**src/rtl/parking_ctrl_n.sv**
```systemverilog
// parking_ctrl_n -- parking lot entry/exit controller for NUM_SPOTS spots.
//
// Keeps an occupancy bitmap and count, allocates the lowest-index free spot
// to each entry request, drives a timed entry door and flags invalid exits.
//
// Parameters:
//   NUM_SPOTS   number of spots (2..64)
//   DOOR_CYCLES cycles door_open stays high after a grant (>=1)
//
// Ports:
//   clk           system clock, rising edge
//   reset         synchronous active-high reset
//   entry_req     car at entry gate (level, held until grant/reject)
//   exit_req      single-cycle exit pulse
//   exit_slot     slot being vacated, valid with exit_req
//   entry_grant   one-cycle pulse: spot allocated
//   entry_reject  one-cycle pulse: lot full
//   granted_slot  slot of the last grant, held until the next grant
//   door_open     entry door actuator
//   is_full       count == NUM_SPOTS
//   occupancy     bit i = spot i occupied
//   count         number of occupied spots
//   dbg_state     current entry FSM state (CLOSED=0, OPEN=1, REJ_WAIT=2)
//   exit_err      one-cycle pulse: exit of a free or nonexistent spot
//
// Optional build macro PARK_STATS_EN adds total_entries / total_rejects,
// saturating 16-bit counters of grants and rejects.
//
// Handshake: entry_req is a level request; exactly one of entry_grant or
// entry_reject pulses one cycle after it is first sampled in CLOSED. The
// requester drops entry_req after seeing either pulse.

module parking_ctrl_n #(
    parameter  int NUM_SPOTS   = 8,
    parameter  int DOOR_CYCLES = 4,
    localparam int SLOT_W      = $clog2(NUM_SPOTS),
    localparam int CNT_W       = $clog2(NUM_SPOTS + 1)
) (
    input  logic                 clk,
    input  logic                 reset,
    input  logic                 entry_req,
    input  logic                 exit_req,
    input  logic [SLOT_W-1:0]    exit_slot,
    output logic                 entry_grant,
    output logic                 entry_reject,
    output logic [SLOT_W-1:0]    granted_slot,
    output logic                 door_open,
    output logic                 is_full,
    output logic [NUM_SPOTS-1:0] occupancy,
    output logic [CNT_W-1:0]     count,
    output logic [1:0]           dbg_state,
    output logic                 exit_err
`ifdef PARK_STATS_EN
    ,
    output logic [15:0]          total_entries,
    output logic [15:0]          total_rejects
`endif
);

    localparam int DC_W = $clog2(DOOR_CYCLES + 1);

    typedef enum logic [1:0] {
        CLOSED   = 2'd0,
        OPEN     = 2'd1,
        REJ_WAIT = 2'd2
    } state_t;

    state_t                state_q, state_d;
    logic [DC_W-1:0]       door_cnt_q, door_cnt_d;
    logic [NUM_SPOTS-1:0]  occ_q, occ_d;
    logic [CNT_W-1:0]      cnt_q, cnt_d;
    logic [SLOT_W-1:0]     gslot_q, gslot_d;
    logic                  grant_q, grant_d;
    logic                  reject_q, reject_d;
    logic                  err_q, err_d;

    logic [SLOT_W-1:0]     free_idx;
    logic [NUM_SPOTS-1:0]  alloc_mask;
    logic [NUM_SPOTS-1:0]  exit_mask;
    logic                  exit_in_range;
    logic                  exit_ok;
    logic                  inc;

    // Lowest-index free spot: scanning downward lets the lowest index win.
    always_comb begin
        free_idx = '0;
        for (int i = NUM_SPOTS - 1; i >= 0; i--) begin
            if (!occ_q[i]) begin
                free_idx = SLOT_W'(i);
            end
        end
    end

    assign alloc_mask    = {{(NUM_SPOTS-1){1'b0}}, 1'b1} << free_idx;
    assign exit_mask     = {{(NUM_SPOTS-1){1'b0}}, 1'b1} << exit_slot;
    // Widen before comparing so non-power-of-two lots reject slot indices
    // that exist in the encoding but not in the lot.
    assign exit_in_range = ({{(32-SLOT_W){1'b0}}, exit_slot} < 32'(NUM_SPOTS));
    assign exit_ok       = exit_req && exit_in_range && (|(occ_q & exit_mask));

    always_comb begin
        state_d    = state_q;
        door_cnt_d = door_cnt_q;
        occ_d      = occ_q;
        cnt_d      = cnt_q;
        gslot_d    = gslot_q;
        grant_d    = 1'b0;
        reject_d   = 1'b0;
        err_d      = 1'b0;
        inc        = 1'b0;

        case (state_q)
            CLOSED: begin
                // Full check and allocation use pre-exit occupancy, so a
                // spot freed this cycle is never handed out on the same edge.
                if (entry_req) begin
                    if (!is_full) begin
                        occ_d      = occ_q | alloc_mask;
                        gslot_d    = free_idx;
                        grant_d    = 1'b1;
                        inc        = 1'b1;
                        door_cnt_d = DC_W'(DOOR_CYCLES);
                        state_d    = OPEN;
                    end else begin
                        reject_d = 1'b1;
                        state_d  = REJ_WAIT;
                    end
                end
            end
            OPEN: begin
                door_cnt_d = door_cnt_q - DC_W'(1);
                if (door_cnt_q == DC_W'(1)) begin
                    state_d = CLOSED;
                end
            end
            REJ_WAIT: begin
                if (!entry_req) begin
                    state_d = CLOSED;
                end
            end
            default: begin
                state_d = CLOSED;
            end
        endcase

        // The exit bit is occupied and the allocated bit was free, so the
        // two updates never touch the same spot.
        if (exit_ok) begin
            occ_d = occ_d & ~exit_mask;
        end else if (exit_req) begin
            err_d = 1'b1;
        end

        if (inc && !exit_ok) begin
            cnt_d = cnt_q + CNT_W'(1);
        end else if (!inc && exit_ok) begin
            cnt_d = cnt_q - CNT_W'(1);
        end
    end

    always_ff @(posedge clk) begin
        if (reset) begin
            state_q    <= CLOSED;
            door_cnt_q <= '0;
            occ_q      <= '0;
            cnt_q      <= '0;
            gslot_q    <= '0;
            grant_q    <= 1'b0;
            reject_q   <= 1'b0;
            err_q      <= 1'b0;
        end else begin
            state_q    <= state_d;
            door_cnt_q <= door_cnt_d;
            occ_q      <= occ_d;
            cnt_q      <= cnt_d;
            gslot_q    <= gslot_d;
            grant_q    <= grant_d;
            reject_q   <= reject_d;
            err_q      <= err_d;
        end
    end

    assign entry_grant  = grant_q;
    assign entry_reject = reject_q;
    assign granted_slot = gslot_q;
    assign door_open    = (state_q == OPEN);
    assign is_full      = (cnt_q == CNT_W'(NUM_SPOTS));
    assign occupancy    = occ_q;
    assign count        = cnt_q;
    assign dbg_state    = state_q;
    assign exit_err     = err_q;

`ifdef PARK_STATS_EN
    logic [15:0] entries_q;
    logic [15:0] rejects_q;

    always_ff @(posedge clk) begin
        if (reset) begin
            entries_q <= '0;
            rejects_q <= '0;
        end else begin
            if (grant_d && (entries_q != 16'hFFFF)) begin
                entries_q <= entries_q + 16'd1;
            end
            if (reject_d && (rejects_q != 16'hFFFF)) begin
                rejects_q <= rejects_q + 16'd1;
            end
        end
    end

    assign total_entries = entries_q;
    assign total_rejects = rejects_q;
`endif

endmodule
```
**config.mk**
```make
export PLATFORM = sky130hd
export DESIGN_NAME = parking_ctrl_n
export DESIGN_NICKNAME = d
export VERILOG_FILES = /design/src/rtl/parking_ctrl_n.sv
export SDC_FILE = /design/constraint.sdc
export NUM_CORES = 1
export LEC_CHECK = 0
export ABC_AREA = 0
export ABC_CLOCK_PERIOD_IN_PS = 8300
export BUFFER_PORTS_ARGS = -buffer_cell sky130_fd_sc_hd__buf_2
export CAP_MARGIN = 20
export CORE_ASPECT_RATIO = 1.2
export CORE_UTILIZATION = 49
export CTS_CLUSTER_SIZE = 28
export DETAILED_ROUTE_END_ITERATION = 8
export PLACE_DENSITY = 0.81
export RECOVER_POWER = 100
export SLEW_MARGIN = 10
export SYNTH_ARGS = -nofsm -noshare
export SYNTH_HDL_FRONTEND = slang
export SYNTH_SLANG_ARGS = --single-unit
```
**constraint.sdc**
```tcl
create_clock -name clk -period 8.3 [get_ports clk]
set_input_delay 0.83 -clock clk [delete_from_list [all_inputs] [get_ports clk]]
set_output_delay 0.83 -clock clk [all_outputs]
set_load 0.05 [all_outputs]
```
==> out/qor.yml <==
status:
  outcome: "completed"
drt:
  firstDrtPassIters: 4
  routed_wl_mm: 2.43
  drc: 0
  wl_per_cell_microns: 12.6
  detail-route-antenna-nets: 0
  vias: 1047
  drt_iter0_drc: 27
  via_per_inst: 5.45
global_route:
  grt_pass1_wl_mm: 4.01
  grt_busiest_layer: "met2"
  overflow: 0
  grt_util_all_layers_pct: 20.9
  grt_util_met3_pct: 2.92
  groute.layer.met2.usage_pct: 33.3
  antenna_found_initial: 0
  grt_max_degree: 25
  grt_pass1_vias: 924
  use_met1_pct: 27.5
floorplan:
  die_h_microns: 56.2
  dieArea_sq_um: 2650
  core-area_sq_um: 2310
  rows: 19
  num_io_pins: 29
  die_x_microns: 47.1
  initial_core_util_pct: 51.9
synth:
  seq_area_frac_synth_pct: 38.5
  synth_xor_area_share_pct: 2.19
  synth.distinct_cells: 36
  synth_compound_area_share_pct: 16.2
  syn-num-nets: 149
  syn_area_per_cell_sq_um: 8.80
  synth.top_cell.area_share_pct: 38.5
  syn_area_sq_um: 1200
  yosys_warnings: 0
  synthSimpleGateAreaFrac_pct: 22.8
  synth_mux_area_share_pct: 6.48
  ys_top_cells_by_area: "dfxtp_1 38%, ha_1 5.2%, a21oi_1 5.0%"
  synthCells: 136
  synth_top_family_by_area: "simple AND/OR/NAND/NOR gates"
  synth.largest_area_cell: "dfxtp_1"
  synth-seq-cells: 23
  synthAdderAreaFrac_pct: 6.90
power:
  peakVddDrop_mv: 0.191
  p_per_area_nw_per_um2: 283
  cellLeakagePower_nw: 0.467
  power_mw: 0.369
setup_path:
  reg2reg_to: "count[3]$_SDFFE_PP0P_"
  cp.arrival_ps: 3560
  worstPathCellList: "nor4b_1, or3_1, inv_1, ha_1, inv_1, ha_1, a21oi_1, a211oi_1, a31oi_1, mux2_2"
  crit_path_end_kind: "register"
  crit_type: "reg2reg"
  cp-start-kind: "register"
  worst-r2r-setup-slack_ps: 4950
  cp_slowest_cell: "nor4b_1"
  required_ps: 8510
  timing.rr.start: "count[0]$_SDFFE_PP0P_"
  worst-path-max-fanout: 9
  reg2regPathDepth: 10
  slowest_delay_ps: 800
final_layout:
  synthToLayoutAreaGrowth_pct: 8.99
  fillers: 239
  drive_gt1_share_pct: 8.07
  post-route-util_pct: 56.6
  final_area_sq_um: 1310
  nets: 175
  multiInputGateArea_sq_um: 634
  antenna_cells: 0
  regArea_sq_um: 460
  layout.cells.non_filler: 192
worst_hold_path:
  min_to: "granted_slot[1]$_SDFFE_PP0P_"
  holdCritStartpoint: "granted_slot[1]$_SDFFE_PP0P_"
  hold_class: "reg2reg"
  whs_path_depth: 2
timing:
  tns_ps: 0
  relSlewSlack_pct: 40.9
  hold_viol_final: 0
  rsz0062_at_grt: "no"
  period_minus_slack_ps: 3350
  finalSetupViolCount: 0
  max_clock_freq_ghz: 0.298
  finalCritPeriodShare_pct: 40.4
  slew_violations: 0
  tightest_slew_ps: 875
  clock_skew_ps: 2.44
cts:
  cts_tree: "yes"
  htree_levels: 1
  postCtsSetupBuffers: 0
  cts_inserted_buffers: 3
  ctsRootBufferMaster: "clkbuf_4"
  clock_sinks: 23
  insertion_delay_ps: 300
  clkTransAtPathRegs_ps: 110
  clk_path_buf_depth: 2
  ctsHoldBuffers: 0
  ctsResizeCount: 0
place:
  dp_hpwl_mm: 1.83
  gp_congestion: 0.801
  dpl-instance-area_sq_um: 1330
  port_buffers: 28
  placed_cells: 188
flow_run:
  cap_violations: 0
[placed cells by master (no fill, tap or decap), types with 5 or more instances in the layout]
master / instances
inv_1: 9
a21oi_1: 13
buf_2: 5
nor2_1: 14
dfxtp_1: 23
ha_1: 5
nor2b_1: 5
nand2_1: 13
o21ai_0: 7
clkbuf_1: 24
[cell type report]
type                            count  area share, %
Clock buffer                        4           2.01
Multi-Input combinational cell     97           48.6
Tap cell                           31           2.97
Inverter                            9           2.59
Timing Repair Buffer               28           8.53
Sequential cell                    23           35.3
[where the power goes]
group	internal (mW)	total, mW	switching (mW)
registers	0.129	0.149	0.0199
clock network	0.0188	0.0496	0.0308
logic	0.0503	0.171	0.121
total	0.198	0.369	0.172
[worst max-delay path by stage]
stage	cells past startpoint	slack, ps	from	to
6_report	10	4950	count[0]$_SDFFE_PP0P_	count[3]$_SDFFE_PP0P_
5_1_grt	10	4800	count[0]$_SDFFE_PP0P_	count[3]$_SDFFE_PP0P_
4_1_cts	11	5200	exit_slot[0]	count[3]$_SDFFE_PP0P_
3_5_place_dp	11	4870	exit_slot[0]	count[3]$_SDFFE_PP0P_
3_3_place_gp	11	5000	exit_slot[0]	count[3]$_SDFFE_PP0P_
2_1_floorplan	11	5040	count[3]$_SDFFE_PP0P_	count[3]$_SDFFE_PP0P_
[per-layer routing]
metal  vias to the layer above  share of wire, %  wire (microns)
li1                        526                 -               -
met1                       481                44            1060
met2                        33                50            1210
met3                         7               3.9              94
met4                         0               2.4              59
met5                         -                 0               0
[synthesized netlist by cell type]
master	number
a211oi_1	3
a21oi_1	12
a21oi_2	1
a311oi_1	1
a31oi_1	2
a41oi_1	1
and4b_1	1
buf_6	2
clkbuf_1	4
dfxtp_1	23
dlymetal6s2s_1	1
fa_1	1
ha_1	5
inv_1	8
inv_2	1
mux2_2	2
mux2i_1	1
mux4_2	2
nand2_1	13
nand2b_1	2
nand3_1	4
nand3b_1	1
nand4_1	3
nor2_1	14
nor2b_1	5
nor3_1	4
nor3b_1	2
nor4b_4	1
o2111ai_1	1
o211ai_1	1
o21ai_0	7
o21ba_2	1
o221a_2	1
or3_1	2
xnor2_1	1
xor2_1	2
[per-stage QoR]
| step | hold WS [ps] | setup WS [ps] |
|---|---|---|
| final | 465 | 4950 |
| after global routing | 491 | 4800 |
| after CTS | 464 | 5200 |
| after detailed placement | 446 | 4870 |
| after global placement | 439 | 5000 |
| after floorplan | 454 | 5040 |
[critical path, delay by kind of cell (launching register included)]
kind                       cells  cell delay, ps
AOI/OAI and AO/OA              3             490
adders and majority gates      2             540
buffers and inverters          2             340
DFF                            1             390
muxes                          1             340
and+or+nand+nor                2            1150
[flip-flops by register name (all words and copies together) (netlist names)]
signal and count:
door_cnt_q 3, entry_grant 1, granted_slot 3, entry_reject 1, exit_err 1, dbg_state 2, count 4, occupancy 8
[cell families (layout without fill, tap and decap cells)]
| logic type | count (synthesis) | in the layout |
|---|---|---|
| adder cells (fa/ha/maj) | 6 | 6 |
| multiplexers | 5 | 5 |
| buffers and inverters | 16 | 41 |
| XOR/XNOR | 3 | 3 |
| flip-flops | 23 | 23 |
| AO/OA/AOI/OAI | 31 | 31 |
| AND/OR/NAND/NOR | 52 | 52 |
Note: power is estimated with default switching activity, not from simulation.
